===== config.mk =====
export PLATFORM = sky130hd
export DESIGN_NAME = cam_capture_ctrl
export DESIGN_NICKNAME = d
export VERILOG_FILES = /design/src/rtl/cam_capture_pkg.sv /design/src/rtl/cam_capture_ctrl_sync_edge_det.sv /design/src/rtl/cam_capture_ctrl.sv
export SDC_FILE = /design/constraint.sdc
export NUM_CORES = 1
export LEC_CHECK = 0
export CELL_PAD_IN_SITES_DETAIL_PLACEMENT = 0
export CELL_PAD_IN_SITES_GLOBAL_PLACEMENT = 1
export CORE_AREA = 8 8 81 83
export CTS_CLUSTER_DIAMETER = 120
export CTS_CLUSTER_SIZE = 40
export DETAILED_ROUTE_END_ITERATION = 12
export DIE_AREA = 0 0 89 91
export MAX_ROUTING_LAYER = met4
export PLACE_DENSITY = 0.88
export SLEW_MARGIN = 10
export SYNTH_ARGS = -nofsm -noshare
export SYNTH_HDL_FRONTEND = slang
export SYNTH_SLANG_ARGS = --single-unit

===== constraint.sdc =====
create_clock -name clk -period 2.4 [get_ports clk]
set_input_delay 0.48 -clock clk [delete_from_list [all_inputs] [get_ports clk]]
set_output_delay 0.48 -clock clk [all_outputs]
set_load 0.03 [all_outputs]

===== src/rtl/cam_capture_pkg.sv =====
// Shared frame-buffer capture definitions: state encoding and default image geometry,
// also used by the VGA reader and CSR decode.
package cam_capture_pkg;

  typedef enum logic [1:0] {
    ST_IDLE    = 2'd0,
    ST_WAIT_VS = 2'd1,
    ST_CAPTURE = 2'd2,
    ST_DONE    = 2'd3
  } cap_state_e;

  localparam int AW_DEF       = 15;
  localparam int DW_DEF       = 8;
  localparam int IMG_W_DEF    = 160;
  localparam int IMG_H_DEF    = 120;
  localparam int IMG_SIZE_DEF = IMG_W_DEF * IMG_H_DEF;

  function automatic int img_size(input int w, input int h);
    return w * h;
  endfunction

endpackage


===== src/rtl/cam_capture_ctrl_sync_edge_det.sv =====
// One-flop sampler of a camera sync line with rise/fall pulses judged against the
// previous sample.
module sync_edge_det (
  input  logic clk,
  input  logic rst,
  input  logic d,
  output logic rise,
  output logic fall
);

  logic d_q;

  // NOTE: clocked state uses non-blocking assignment so every flop samples pre-edge values.
  always_ff @(posedge clk) begin
    if (rst) d_q <= 1'b0;
    else     d_q <= d;
  end

  assign rise = d & ~d_q;
  assign fall = ~d & d_q;

endmodule


===== src/rtl/cam_capture_ctrl.sv =====
// Write-side sequencer for the dual-port frame buffer: writes one camera frame at
// consecutive addresses. Optional 2:1 decimation in both axes via CAM_CAPTURE_DECIM_EN.
module cam_capture_ctrl
  import cam_capture_pkg::*;
#(
  parameter int AW    = AW_DEF,
  parameter int DW    = DW_DEF,
  parameter int IMG_W = IMG_W_DEF,
  parameter int IMG_H = IMG_H_DEF
) (
  input  logic          clk,
  input  logic          rst,
  input  logic          start,
  input  logic          abort,
  input  logic          cont,
  input  logic          cam_vsync,
  input  logic          cam_href,
  input  logic          px_valid,
  input  logic [DW-1:0] px_data,
  output logic [AW-1:0] mem_addr,
  output logic [DW-1:0] mem_data,
  output logic          mem_we,
  output logic          busy,
  output logic          done,
  output logic          err_short,
  output logic [AW-1:0] px_count
);

  localparam int            IMG_SIZE = img_size(IMG_W, IMG_H);
  localparam logic [AW-1:0] LAST_IDX = AW'(IMG_SIZE - 1);

  cap_state_e state, state_nxt;
  logic       vs_rise, vs_fall;
  logic       accept, write_ok;
  logic       arm, wr_fire, full_end, short_end;

  sync_edge_det u_vs_edge (
    .clk  (clk),
    .rst  (rst),
    .d    (cam_vsync),
    .rise (vs_rise),
    .fall (vs_fall)
  );

  assign accept = px_valid & cam_href;

`ifdef CAM_CAPTURE_DECIM_EN
  logic hr_rise, hr_fall;
  logic pix_par, line_par, pix_par_eff;

  sync_edge_det u_hr_edge (
    .clk  (clk),
    .rst  (rst),
    .d    (cam_href),
    .rise (hr_rise),
    .fall (hr_fall)
  );

  // The first pixel of a line may coincide with href rising; it counts as even.
  assign pix_par_eff = hr_rise ? 1'b0 : pix_par;
  assign write_ok    = accept & ~pix_par_eff & ~line_par;

  always_ff @(posedge clk) begin
    if (rst) begin
      pix_par  <= 1'b0;
      line_par <= 1'b0;
    end else begin
      pix_par  <= pix_par_eff ^ accept;
      line_par <= vs_fall ? 1'b0 : (line_par ^ hr_fall);
    end
  end
`else
  assign write_ok = accept;
`endif

  // NOTE: every signal driven here gets a default first, so no path can infer a latch.
  always_comb begin
    state_nxt = state;
    arm       = 1'b0;
    wr_fire   = 1'b0;
    full_end  = 1'b0;
    short_end = 1'b0;
    unique case (state)
      ST_IDLE: begin
        if (start) begin
          state_nxt = ST_WAIT_VS;
          arm       = 1'b1;
        end
      end
      ST_WAIT_VS: begin
        if (vs_fall) state_nxt = ST_CAPTURE;
      end
      ST_CAPTURE: begin
        if (vs_rise) begin
          state_nxt = ST_DONE;
          short_end = 1'b1;
        end else if (write_ok) begin
          wr_fire = 1'b1;
          if (px_count == LAST_IDX) begin
            state_nxt = ST_DONE;
            full_end  = 1'b1;
          end
        end
      end
      ST_DONE: begin
        if (start || cont) begin
          state_nxt = ST_WAIT_VS;
          arm       = 1'b1;
        end
      end
      default: state_nxt = ST_IDLE;
    endcase
    if (abort) begin
      state_nxt = ST_IDLE;
      arm       = 1'b0;
      wr_fire   = 1'b0;
      full_end  = 1'b0;
      short_end = 1'b0;
    end
  end

  always_ff @(posedge clk) begin
    if (rst) state <= ST_IDLE;
    else     state <= state_nxt;
  end

  always_ff @(posedge clk) begin
    if (rst) begin
      mem_addr  <= '0;
      mem_data  <= '0;
      mem_we    <= 1'b0;
      done      <= 1'b0;
      err_short <= 1'b0;
      px_count  <= '0;
    end else begin
      mem_we <= wr_fire;
      if (arm) begin
        mem_addr  <= '0;
        px_count  <= '0;
        done      <= 1'b0;
        err_short <= 1'b0;
      end else if (wr_fire) begin
        mem_addr <= px_count;
        mem_data <= px_data;
        px_count <= px_count + 1'b1;
      end
      if (abort)                      done      <= 1'b0;
      else if (full_end || short_end) done      <= 1'b1;
      // Reaching vsync rise while still capturing always means the frame was short.
      if (short_end)                  err_short <= 1'b1;
    end
  end

  assign busy = (state == ST_WAIT_VS) || (state == ST_CAPTURE);

endmodule

# After elaboration in Yosys (flattened, before gate mapping)
# Index checks and enable logic that the tools add are counted.
dict set report word_totals {
  word_cells 60
  register_bits 44
  output_inout_bits 42
  inputBits 16
}
dict set report op_classes {
  n_bitwise 6
  n_addsub 1
  n_mux 26
  n_eq_ne 9
  reduce_logical 10
}
# op count
set ops {}
lappend ops {{1-bit 2-to-1 mux} 18}
lappend ops {{15-bit by 1-bit adder with 15-bit output, second input constant} 1}
lappend ops {{15-bit equality test, second input constant} 1}
lappend ops {{2-bit 2-to-1 mux} 6}
lappend ops {{2-bit one-hot mux with 4 select lines} 1}
lappend ops {{3-bit by 2-bit inequality test with 1-bit output, second input constant} 2}
lappend ops {{5-bit AND reduction} 1}
lappend ops {{2-bit equality test, second input constant} 2}
lappend ops {{2-bit inequality test, second input constant} 2}
lappend ops {{2-bit nonzero test} 2}
lappend ops {{2-bit OR reduction} 2}
lappend ops {{1-bit AND} 3}
lappend ops {{1-bit logical OR} 3}
lappend ops {{1-bit inverter} 3}
lappend ops {{2-bit by 1-bit equality test with 1-bit output, second input constant} 1}
lappend ops {{2-bit logical NOT} 1}
lappend ops {{2-bit by 1-bit inequality test with 1-bit output, second input constant} 1}
lappend ops {{1-bit one-hot mux with 2 select lines} 1}
lappend ops {{2-bit AND reduction} 1}

# Longest topological paths before layout
dict set report depth {
  depth_word 8
  depth_mapped 8
  ltp_nobuf 7
}

# By module
# From an unflattened synthesis, not the netlist that was laid out.
dict set report unflattened {
  hier_cells 229
  hier_area_um2 1910.6
}
# module cells_per_inst instances area_per_inst_um2
set modules_own_cells {}
lappend modules_own_cells {cam_capture_ctrl 225 1 1871.8}
lappend modules_own_cells {sync_edge_det 4 1 38.8}

# Worst setup path after synthesis
# OpenSTA, ideal clock, no wires.
dict set report synth_path {
  path_kind {reg-to-reg}
  start {register state[0]}
  end {register mem_data[0]}
  arrival_time_ps 1663
  period_less_slack_ps 1791
  stages_incl_launch_ff 8
  slack_ps 609
  path_cell_list {dfxtp_1 inv_1 ha_1 a211o_1 and2_1 buf_4 mux2i_1 nor2_1}
}
dict set report synth_between {
  elab_chain_cells 5
  word_cells_on_any_way 9
  classes_between {2 x eq/ne; 4 x mux; 1 x bitwise; 2 x reduce/logical}
}
# element line_no
set synth_lines {}
lappend synth_lines {{from (decl)} cam_capture_ctrl.sv:32} ;# cap_state_e state, state_nxt;
lappend synth_lines {{from (signal assigned)} cam_capture_ctrl.sv:124} ;# else state <= state_nxt;
lappend synth_lines {{2-bit equality test / 2-bit logical NOT (equally long branches)} cam_capture_ctrl.sv:83} ;# unique case (state)
lappend synth_lines {{1-bit one-hot mux with 2 select lines} cam_capture_ctrl.sv:83}
lappend synth_lines {{1-bit 2-to-1 mux} cam_capture_ctrl.sv:113} ;# if (abort) begin
lappend synth_lines {{1-bit inverter (no source line)} --}
lappend synth_lines {{2-bit AND reduction (no source line) (*)} --}
lappend synth_lines {{to (signal assigned)} cam_capture_ctrl.sv:144} ;# mem_data <= px_data;
lappend synth_lines {{to (decl)} cam_capture_ctrl.sv:21} ;# output logic [DW-1:0] mem_data,
# Mark *: on every way between the ends. The rest lies on a longest branch, timed or not.
# A chain may end at the register's enable or synchronous reset.

# Worst setup path after layout
dict set report layout_path {
  start {register state[0]}
  end {output busy}
}
dict set report layout_between {
  elab_chain_cells 2
  word_cells_on_any_way 3
  classes_between {2 x eq/ne; 1 x reduce/logical}
}
# element line_no
set layout_lines {}
lappend layout_lines {{2-bit by 1-bit equality test with 1-bit output / 2-bit equality test (equally long branches)} cam_capture_ctrl.sv:154} ;# assign busy = (state == ST_WAIT_VS) || (state == ST_CAPTURE);
lappend layout_lines {{1-bit logical OR (*)} cam_capture_ctrl.sv:154}
lappend layout_lines {{to (decl)} cam_capture_ctrl.sv:23} ;# output logic busy,
# Marks and branches as above.

==> flow_summary.ini <==
[final_layout]
fillers = 551
syn_to_final_growth_pct = 42.8
drive_gt1_share_pct = 6.91
diodes = 0
fin_nets = 295
final_area_mm2 = 0.00265

[die]
dieWidth_um = 89
die-area_mm2 = 0.00810
initial_core_util_pct = 34.8
ios = 58
die_h_um = 91
core_mm2 = 0.00534
num_rows = 27

[worst_setup_path]
cp_max_fo = 4
required_ns = 1.92
reg2reg_slack_ns = 0.52
worstPathArrival_ns = 1.75
worstRegToRegCells = 7
critPathLaunchType = flop
worst-setup-path-type = reg2out
r2r-start = state[0]
timing.critical_path.to_type = output port
r2r_end = mem_data[1]

[timing]
min_period_ns = 2.23
tightest_slew_ns = 0.461
fmax_ghz = 0.449
finalHoldViolCount = 0
drv_slew = 0
max-slew-margin-rel_pct = 69.3
period_share_pct = 92.8
finalWorstSetupSlack_ns = 0.173
grt_setup_unrepaired = false
final.setup.tns_ns = 0
fin_worst_skew_ns = 0.00633
setup_viol = 0

[yosys]
yosysWarnings = 0
synth_top_flop_cell = dfxtp_1
synth_cell_types = 35
synth_async_sr_flop_share_pct = 0
synth_edf_count = 0
synth_seq_cells = 44
synth_area_mm2 = 0.00186
ys_seq_area_share_pct = 47.4
syn_area_per_cell_um2 = 8.72
synthCells = 213
syn_nets = 234

[status]
status = completed

[min_path]
holdPathStages = 2
hp-class = reg2reg
min_from = mem_addr[14]
min_to = mem_addr[14]

[cts]
cts-root-buf = clkbuf_8
cts_hold_buf = 0
insertion_delay_ns = 0.29
clock_sinks = 44
postCtsSetupBuffers = 0
cts_buffers = 5
cts_tree = yes
htreeDepth = 2
cts.clk_slew.worst_paths_ns = 0.07
clockBufferDepth = 2
post_cts_resized = 0

[routing]
top_layer = met4
via_count = 1614
drt_wl_total_um = 4330
drt-initial-drc-count = 91
met3_length_um = 217
drc = 0
wl_per_cell_um = 12.5
via_per_inst = 4.65
wl_met2_um = 2000
drtAntennaViolNets = 0
first_pass_iters = 4
met1_length_um = 2080

[place]
io_buffers = 57
post-place-ws_ns = 0.133
dpl_cell_area_mm2 = 0.00253
gp_congestion = 0.807
hpwlAfterDp_um = 3290

[grt]
grt_overflow = 0
grt_pass1_vias = 1566
gr-usage-all-layers_pct = 11.4
grt_pass1_wl_um = 7270
antenna_found_initial = 0
grt_max_degree = 31

[pwr]
p_per_area_mw_per_mm2 = 533
vdd_drop_max_mv = 0.257
leakage_nw = 0.914

[run]
maxCapViolCount = 0
[worst max-delay path, stage by stage (launching register included)]
cell and delay, ns:
dfxtp_1 0.38, inv_1 0.08, ha_1 0.32, clkdlybuf4s50_1 0.69
[sequential cells by signal, indices dropped and copies added, names as in the netlist]
signal	count
state	2
mem_data	8
mem_we	1
px_count	15
mem_addr	15
done	1
u_vs_edge.d_q	1
err_short	1
[synth_stat cells (3+ instances only)]
master    number  area, µm²
nand2_1       40        150
nand3_1        7       35.0
dfxtp_1       44        881
nand4_1        5       31.3
ha_1           5       62.6
mux2i_1        8       80.1
clkbuf_1       5       18.8
xor2_1         9       78.8
a21oi_1       21        105
nor2_1        25       93.8
buf_4          3       22.5
o21ai_0        5       25.0
and3_1         3       18.8
inv_1          4       15.0
xnor2_1        4       35.0
[cell type report]
| cell class | count | area [µm²] | share of cell area [%] |
|---|---|---|---|
| flip-flops and latches | 44 | 881 | 33.2 |
| clock inverters | 1 | 30.0 | 1.13 |
| multi-input cells | 157 | 921 | 34.7 |
| clock buffers | 7 | 96.3 | 3.63 |
| inverters | 4 | 15.0 | 0.566 |
| repair buffers | 62 | 621 | 23.4 |
| well taps | 72 | 90.1 | 3.39 |
[report_power, final]
group / leakage (nW) / internal, mW / switching [mW]
clock network: 0.0645 / 0.367 / 0.229
registers: 0.355 / 0.732 / 0.00233
logic: 0.495 / 0.0427 / 0.0414
total: 0.914 / 1.14 / 0.272
[cell families (layout without fill, tap and decap cells)]
group | Yosys count | count (layout) | synth area share [%]
AND/OR/NAND/NOR | 99 | 99 | 26.0
adder cells (fa/ha/maj) | 5 | 5 | 3.37
flip-flops | 44 | 44 | 47.4
AO/OA/AOI/OAI | 32 | 32 | 9.76
multiplexers | 8 | 8 | 4.31
buffers and inverters | 12 | 74 | 3.03
XOR/XNOR | 13 | 13 | 6.13
[cell usage in the layout, fill, tap and decap left out]
| master | n |
|---|---|
| nor4_4 | 1 |
| nand4b_1 | 1 |
| clkdlybuf4s50_1 | 57 |
| nor2_1 | 25 |
| nand2_1 | 40 |
| nor4b_2 | 1 |
| a211o_1 | 1 |
| a21boi_1 | 1 |
| and3_2 | 2 |
| bufinv_16 | 1 |
| xnor2_1 | 4 |
| and3b_1 | 1 |
| nor3b_1 | 1 |
| mux2i_1 | 8 |
| buf_4 | 4 |
| dfxtp_1 | 44 |
| nand3_1 | 7 |
| or2b_1 | 1 |
| xor2_1 | 9 |
| clkbuf_8 | 7 |
| o211ai_1 | 1 |
| inv_1 | 4 |
| nor2_2 | 1 |
| o21ai_0 | 5 |
| and4b_1 | 1 |
| nor2b_1 | 2 |
| and3_1 | 3 |
| o22ai_2 | 1 |
| and2_1 | 1 |
| nand4_1 | 5 |
| a21oi_1 | 21 |
| a21boi_0 | 1 |
| nor3_1 | 2 |
| or3_1 | 2 |
| buf_12 | 1 |
| o31ai_1 | 1 |
| nand2b_1 | 2 |
| ha_1 | 5 |
[metrics by stage]
stage	power, mW	utilization [%]	hold slack (ns)	std cells
6_report	1.41	49.7	0.455	347
5_1_grt	1.48	49.7	0.473	347
4_1_cts	1.44	49.7	0.456	347
3_5_place_dp	0.836	47.4	0.445	339
3_3_place_gp	0.836	47.4	0.442	339
2_1_floorplan	0.791	-	0.486	213
[routing by layer]
| layer | track usage [%] | vias up |
|---|---|---|
| met5 | - | - |
| met4 | 2.91 | 0 |
| met3 | 4.23 | 4 |
| met2 | 18.2 | 39 |
| met1 | 13.1 | 732 |
| li1 | - | 839 |
[worst max path at each step]
stage	startpoint	endpoint	slack, ns	cells past startpoint
floorplan	state[0]	mem_data[0]	0.61	7
global placement	abort	mem_data[2]	0.20	6
detailed placement	abort	mem_data[1]	0.13	6
CTS	state[1]	busy	0.15	3
global route	state[1]	busy	0.07	3
finish	state[0]	busy	0.17	3
No activity file was read; power rests on OpenSTA's default activity.
